===== src/rtl/pipeline_pkg.sv =====
// Shared pipeline types: opcodes, the ID/EX bundle and immediate generation.
package pipeline_pkg;

    localparam int DW = 32;

    localparam logic [6:0] OP_R      = 7'h33;
    localparam logic [6:0] OP_I      = 7'h13;
    localparam logic [6:0] OP_LOAD   = 7'h03;
    localparam logic [6:0] OP_STORE  = 7'h23;
    localparam logic [6:0] OP_BRANCH = 7'h63;
    localparam logic [6:0] OP_LUI    = 7'h37;
    localparam logic [6:0] OP_JAL    = 7'h6F;

    typedef struct packed {
        logic          valid;
        logic [31:0]   npc;
        logic [31:0]   ir;
        logic [DW-1:0] a;
        logic [DW-1:0] b;
        logic [DW-1:0] imm;
        logic [4:0]    rd;
        logic          reg_write;
        logic          is_load;
        logic          is_store;
        logic          is_branch;
        logic          illegal;
    } id_ex_t;

    function automatic logic [DW-1:0] imm_gen(input logic [31:0] ir);
        logic [DW-1:0] v;
        case (ir[6:0])
            OP_I, OP_LOAD: v = {{20{ir[31]}}, ir[31:20]};
            OP_STORE:      v = {{20{ir[31]}}, ir[31:25], ir[11:7]};
            OP_BRANCH:     v = {{19{ir[31]}}, ir[31], ir[7],
                                ir[30:25], ir[11:8], 1'b0};
            OP_LUI:        v = {ir[31:12], 12'b0};
            OP_JAL:        v = {{11{ir[31]}}, ir[31], ir[19:12],
                                ir[20], ir[30:21], 1'b0};
            default:       v = '0;
        endcase
        return v;
    endfunction

endpackage


===== src/rtl/stage2_decode_reg_file.sv =====
// Register file: two combinational read ports with write-first bypass,
// one write port, x0 hardwired to zero.
module reg_file #(
    parameter int NREGS = 32,
    parameter int XLEN  = 32
) (
    input  logic            clk,
    input  logic            reset,
    input  logic [4:0]      i_rs1,
    input  logic [4:0]      i_rs2,
    output logic [XLEN-1:0] o_rd1,
    output logic [XLEN-1:0] o_rd2,
    input  logic            i_we,
    input  logic [4:0]      i_wa,
    input  logic [XLEN-1:0] i_wd
);

    logic [NREGS-1:0][XLEN-1:0] r_regs;

    always_ff @(posedge clk or posedge reset) begin
        if (reset) begin
            r_regs <= '0;
        end else if (i_we && i_wa != 5'd0) begin
            r_regs[i_wa] <= i_wd;
        end
    end

    always_comb begin
        o_rd1 = r_regs[i_rs1];
        o_rd2 = r_regs[i_rs2];
        if (i_we && i_wa == i_rs1) o_rd1 = i_wd;
        if (i_we && i_wa == i_rs2) o_rd2 = i_wd;
        if (i_rs1 == 5'd0) o_rd1 = '0;
        if (i_rs2 == 5'd0) o_rd2 = '0;
    end

endmodule


===== src/rtl/stage2_decode.sv =====
// Decode / register-read stage: field decode, load-use hazard detection
// and the registered ID/EX bundle with bubble insertion.
module stage2_decode import pipeline_pkg::*; #(
    parameter int XLEN  = 32,
    parameter int NREGS = 32
) (
    input  logic             clk,
    input  logic             reset,
    input  logic [1:0][31:0] if_id,
    input  logic             branch_cond,
    input  logic             wb_en,
    input  logic [4:0]       wb_rd,
    input  logic [XLEN-1:0]  wb_data,
    output logic             hazard,
    output id_ex_t           id_ex
);

    logic [31:0]     w_ir;
    logic [6:0]      w_op;
    logic [4:0]      w_rs1;
    logic [4:0]      w_rs2;
    logic [XLEN-1:0] w_a;
    logic [XLEN-1:0] w_b;
    logic            w_rw;
    logic            w_ld;
    logic            w_st;
    logic            w_br;
    logic            w_ill;
    logic            w_use1;
    logic            w_use2;
    id_ex_t          w_dec;
    id_ex_t          r_id_ex;

    assign w_ir  = if_id[0];
    assign w_op  = w_ir[6:0];
    assign w_rs1 = w_ir[19:15];
    assign w_rs2 = w_ir[24:20];

    reg_file #(.NREGS(NREGS), .XLEN(XLEN)) u_rf (
        .clk   (clk),
        .reset (reset),
        .i_rs1 (w_rs1),
        .i_rs2 (w_rs2),
        .o_rd1 (w_a),
        .o_rd2 (w_b),
        .i_we  (wb_en),
        .i_wa  (wb_rd),
        .i_wd  (wb_data)
    );

    always_comb begin
        w_rw   = 1'b0;
        w_ld   = 1'b0;
        w_st   = 1'b0;
        w_br   = 1'b0;
        w_ill  = 1'b0;
        w_use1 = 1'b1;
        w_use2 = 1'b0;
        unique case (1'b1)
            (w_op == OP_R):      begin w_rw = 1'b1; w_use2 = 1'b1; end
            (w_op == OP_I):      w_rw = 1'b1;
            (w_op == OP_LOAD):   begin w_rw = 1'b1; w_ld = 1'b1; end
            (w_op == OP_STORE):  begin w_st = 1'b1; w_use2 = 1'b1; end
            (w_op == OP_BRANCH): begin w_br = 1'b1; w_use2 = 1'b1; end
            (w_op == OP_LUI):    begin w_rw = 1'b1; w_use1 = 1'b0; end
            (w_op == OP_JAL):    begin w_rw = 1'b1; w_use1 = 1'b0; end
            default:             w_ill = 1'b1;
        endcase
    end

    // A taken branch squashes this instruction, so it cannot stall.
    assign hazard = r_id_ex.valid && r_id_ex.is_load
                 && r_id_ex.rd != 5'd0
                 && ((w_use1 && r_id_ex.rd == w_rs1)
                  || (w_use2 && r_id_ex.rd == w_rs2))
                 && !branch_cond;

    always_comb begin
        w_dec           = '0;
        w_dec.valid     = 1'b1;
        w_dec.npc       = if_id[1];
        w_dec.ir        = w_ir;
        w_dec.a         = w_a;
        w_dec.b         = w_b;
        w_dec.imm       = imm_gen(w_ir);
        w_dec.rd        = w_ir[11:7];
        w_dec.reg_write = w_rw;
        w_dec.is_load   = w_ld;
        w_dec.is_store  = w_st;
        w_dec.is_branch = w_br;
        w_dec.illegal   = w_ill;
    end

    always_ff @(posedge clk or posedge reset) begin
        if (reset) begin
            r_id_ex <= '0;
        end else if (branch_cond || hazard) begin
            r_id_ex <= '0;
        end else begin
            r_id_ex <= w_dec;
        end
    end

    assign id_ex = r_id_ex;

endmodule


===== config.mk =====
export PLATFORM = sky130hd
export DESIGN_NAME = stage2_decode
export DESIGN_NICKNAME = d
export VERILOG_FILES = /design/src/rtl/pipeline_pkg.sv /design/src/rtl/stage2_decode_reg_file.sv /design/src/rtl/stage2_decode.sv
export SDC_FILE = /design/constraint.sdc
export NUM_CORES = 2
export LEC_CHECK = 0
export ABC_AREA = 1
export CAP_MARGIN = 30
export CELL_PAD_IN_SITES_DETAIL_PLACEMENT = 0
export CELL_PAD_IN_SITES_GLOBAL_PLACEMENT = 1
export CORE_ASPECT_RATIO = 1.25
export CORE_MARGIN = 10
export CORE_UTILIZATION = 46
export CTS_BUF_LIST = sky130_fd_sc_hd__clkbuf_4 sky130_fd_sc_hd__clkbuf_8
export DETAILED_ROUTE_END_ITERATION = 10
export PLACE_DENSITY_LB_ADDON = 0.1
export SYNTH_ARGS = -nofsm -noshare
export SYNTH_HDL_FRONTEND = slang
export SYNTH_SLANG_ARGS = --single-unit
export TNS_END_PERCENT = 1

===== constraint.sdc =====
create_clock -name clk -period 49.8 [get_ports clk]
set_input_delay 4.98 -clock clk [delete_from_list [all_inputs] [get_ports clk]]
set_output_delay 4.98 -clock clk [all_outputs]
set_load 0.02 [all_outputs]

==> run_results.csv <==
group,metric,value,unit
clocking,clk_latency,1.00,ns
global_route,grt_pass1_vias,60500,
clocking,ctsRootBufferMaster,"clkbuf_8",
clocking,holdBufCountCts,0,
clocking,cts_sinks,1190,
timing,finalMaxSlewViolations,0,
routing,via_per_inst,5.80,
power_and_ir_drop,leakage,34.6,nW
synth,ys_warn_count,0,
synth,ys_async_sr_fraction,100,%
routing,ant_nets,0,
clocking,cts_tree,"yes",
synth,synthFlopType,"dfrtp_1",
synth,ys_seq_area_share,46.3,%
synth,syn_area,64300,µm²
clocking,clk_pin_slew,0.06,ns
timing,whs,0.396,ns
global_route,grt_pass1_wl,409000,µm
placed_design,port_buffers,276,
routing,drt-initial-drc-count,7630,
synth,postSynthCellCount,9115,
floorplan,die_area,155000,µm²
timing,fin_ws,37.02,ns
floorplan,ioPinCount,277,
timing,tns,0,ns
synth,yosysUniqueCellTypes,30,
setup_path,critical_path.startpoint_type,"input pin",
timing,worst_pin_slew,1.08,ns
setup_path,worstPathRequired,44.82,ns
setup_path,cp_max_fo,13,
final_layout,finalInstanceArea,72300,µm²
setup_path,worst_setup_path_end_kind,"output pin",
worst_hold_path,min_path_type,"reg2reg",
setup_path,arrival,7.80,ns
final_layout,fin_nets,9066,
timing,fmax,0.0782,GHz
final_layout,area_growth,12.4,%
timing,fin_crit,12.78,ns
synth,syn_avg_cell_area,7.05,µm²
placed_design,routabilityCongestion,0.870,
global_route,grt_max_degree,161,
routing,dr.pass1.iters,5,
timing,finalSetupViolCount,0,
routing,num_vias,63800,
timing,slew_headroom,27.7,%
timing,clock_skew,0.0366,ns
synth,synth.area.top_cells,"dfrtp_1 46%, nand2_1 16%, o21ai_0 11%",
synth,synth_top_area_share,46.3,%
global_route,grt_overflow,0,
clocking,postCtsSetupRepairBufs,0,
synth,synth_edf_count,0,
synth,yosys.area.top_type,"dfrtp_1",
run,maxCapViolations,0,
setup_path,critical_path_class,"in2out",
final_layout,layout-drive-gt1-share,6.66,%
run_status,run_status,"finished clean",
global_route,grtUsageTotal,35.2,%
timing,hold_viol_final,0,
floorplan,initial_utilization,46.3,%
power_and_ir_drop,powerDensity,38.6,nW/µm²
clocking,htree_levels,4,
final_layout,num-fill-cells,14000,
clocking,clockBufferDepth,3,
placed_design,place_hpwl,160000,µm
synth,syn_nets,9220,
routing,wl_per_cell,25.6,µm
timing,min_period_over_period,25.7,%
clocking,cts_resized,0,
placed_design,placed_cell_area,67700,µm²
synth,yosys_register_bits,1190,
timing,rsz0062_at_grt,"no",
floorplan,row_count,153,
floorplan,die_h,438,µm
routing,totalWireLength,282000,µm
routing,drc,0,
power_and_ir_drop,finalPower,2.79,mW
floorplan,core-area,139000,µm²
global_route,antenna_found_initial,23,
floorplan,die_x,354,µm
placed_design,pre_cts_ws,37.09,ns
clocking,cts_made_buffers,204,
power_and_ir_drop,peakVddDrop,0.0340,mV
-- cell usage in the layout (no fill, tap or decap), types with 266 or more instances in the layout --
cell             synthesis  layout
clkdlybuf4s50_1          0     266
o211ai_1               266     266
nand2_1               2814    2789
inv_1                  775     768
dfrtp_1               1190    1190
clkbuf_8                 0     267
a21oi_1                367     367
o21ai_0               1375    1375
nor2_1                 647     639
nand3_1                653     651
-- final cells by class --
| cell class | count | area, µm² | area share, % |
|---|---|---|---|
| multi-input combinational | 6358 | 28500 | 39.5 |
| clock inverter | 39 | 345 | 0.478 |
| sequential | 1190 | 29800 | 41.2 |
| clock buffer | 333 | 4170 | 5.77 |
| antenna | 15 | 37.5 | 0.0519 |
| timing repair buffer | 416 | 4070 | 5.63 |
| tap | 1860 | 2330 | 3.22 |
| inverter | 791 | 3010 | 4.17 |
-- through the flow --
step | cells | utilization [%]
after detailed placement | 10600 | 48.7
after global routing | 11000 | 52.0
after CTS | 11000 | 52.0
after global placement | 10600 | 48.6
after floorplan | 9115 | -
final | 11000 | 52.0
-- cell families after synthesis --
| kind of cell | count (synthesis) | share of synthesized area [%] |
|---|---|---|
| and+or+nand+nor | 4329 | 27.3 |
| AOI/OAI and AO/OA | 2027 | 16.9 |
| buffers and inverters | 1567 | 9.54 |
| DFF | 1190 | 46.3 |
| xor gates and xnor gates | 2 | 0.0273 |
-- power by group --
group / internal [mW] / switching (mW) / leakage [nW]
clock network: 0.549 / 0.443 / 2.40
logic: 0.187 / 0.378 / 17.1
registers: 1.14 / 0.0991 / 15.0
-- synthesized netlist by cell type (7+ instances only) --
| master | instances |
|---|---|
| a21oi_1 | 367 |
| buf_1 | 79 |
| buf_2 | 175 |
| buf_4 | 8 |
| clkbuf_1 | 514 |
| clkinv_1 | 9 |
| dfrtp_1 | 1190 |
| inv_1 | 775 |
| inv_2 | 7 |
| nand2_1 | 2814 |
| nand3_1 | 653 |
| nand4_1 | 71 |
| nor2_1 | 647 |
| nor2_2 | 11 |
| nor3_1 | 104 |
| o211ai_1 | 266 |
| o21ai_0 | 1375 |
| o22ai_1 | 10 |
| or2_2 | 18 |
-- state kept, by name, summed over array words and instances, names as in the netlist --
signal / cells
u_rf.r_regs: 1024
id_ex: 166
-- path summary, 6_finish.rpt --
kind | from | to | slack, ns | cells after the start
max | if_id[6] | hazard | 37.02 | 10
max in group asynchronous | reset | u_rf.r_regs[289]$_DFFE_PP0P_ | 41.38 | 6
max reg2reg | id_ex[117]$_DFF_PP0_ | id_ex[124]$_DFF_PP0_ | 46.11 | 13
min in group asynchronous | reset | u_rf.r_regs[805]$_DFFE_PP0P_ | 4.54 | 2
min reg2reg | u_rf.r_regs[8]$_DFFE_PP0P_ | u_rf.r_regs[8]$_DFFE_PP0P_ | 0.40 | 0
min | u_rf.r_regs[8]$_DFFE_PP0P_ | u_rf.r_regs[8]$_DFFE_PP0P_ | 0.40 | 0
-- routing by layer --
layer	up-vias	track usage, %	wire [µm]
li1	29000	-	-
met1	30400	45.3	110000
met2	3510	54.0	123000
met3	888	7.62	28500
met4	2	21.9	19800
met5	-	0	14
-- critical path: stages --
cell	delay, ns
clkdlybuf4s50_1	0.46
inv_1	0.17
nand3_1	0.12
nor2_1	0.70
nor2_1	0.28
nand2_1	0.13
nand2_1	0.07
nand2_2	0.25
nor2_1	0.07
clkdlybuf4s50_1	0.55
No activity file was read; power rests on OpenSTA's default activity.
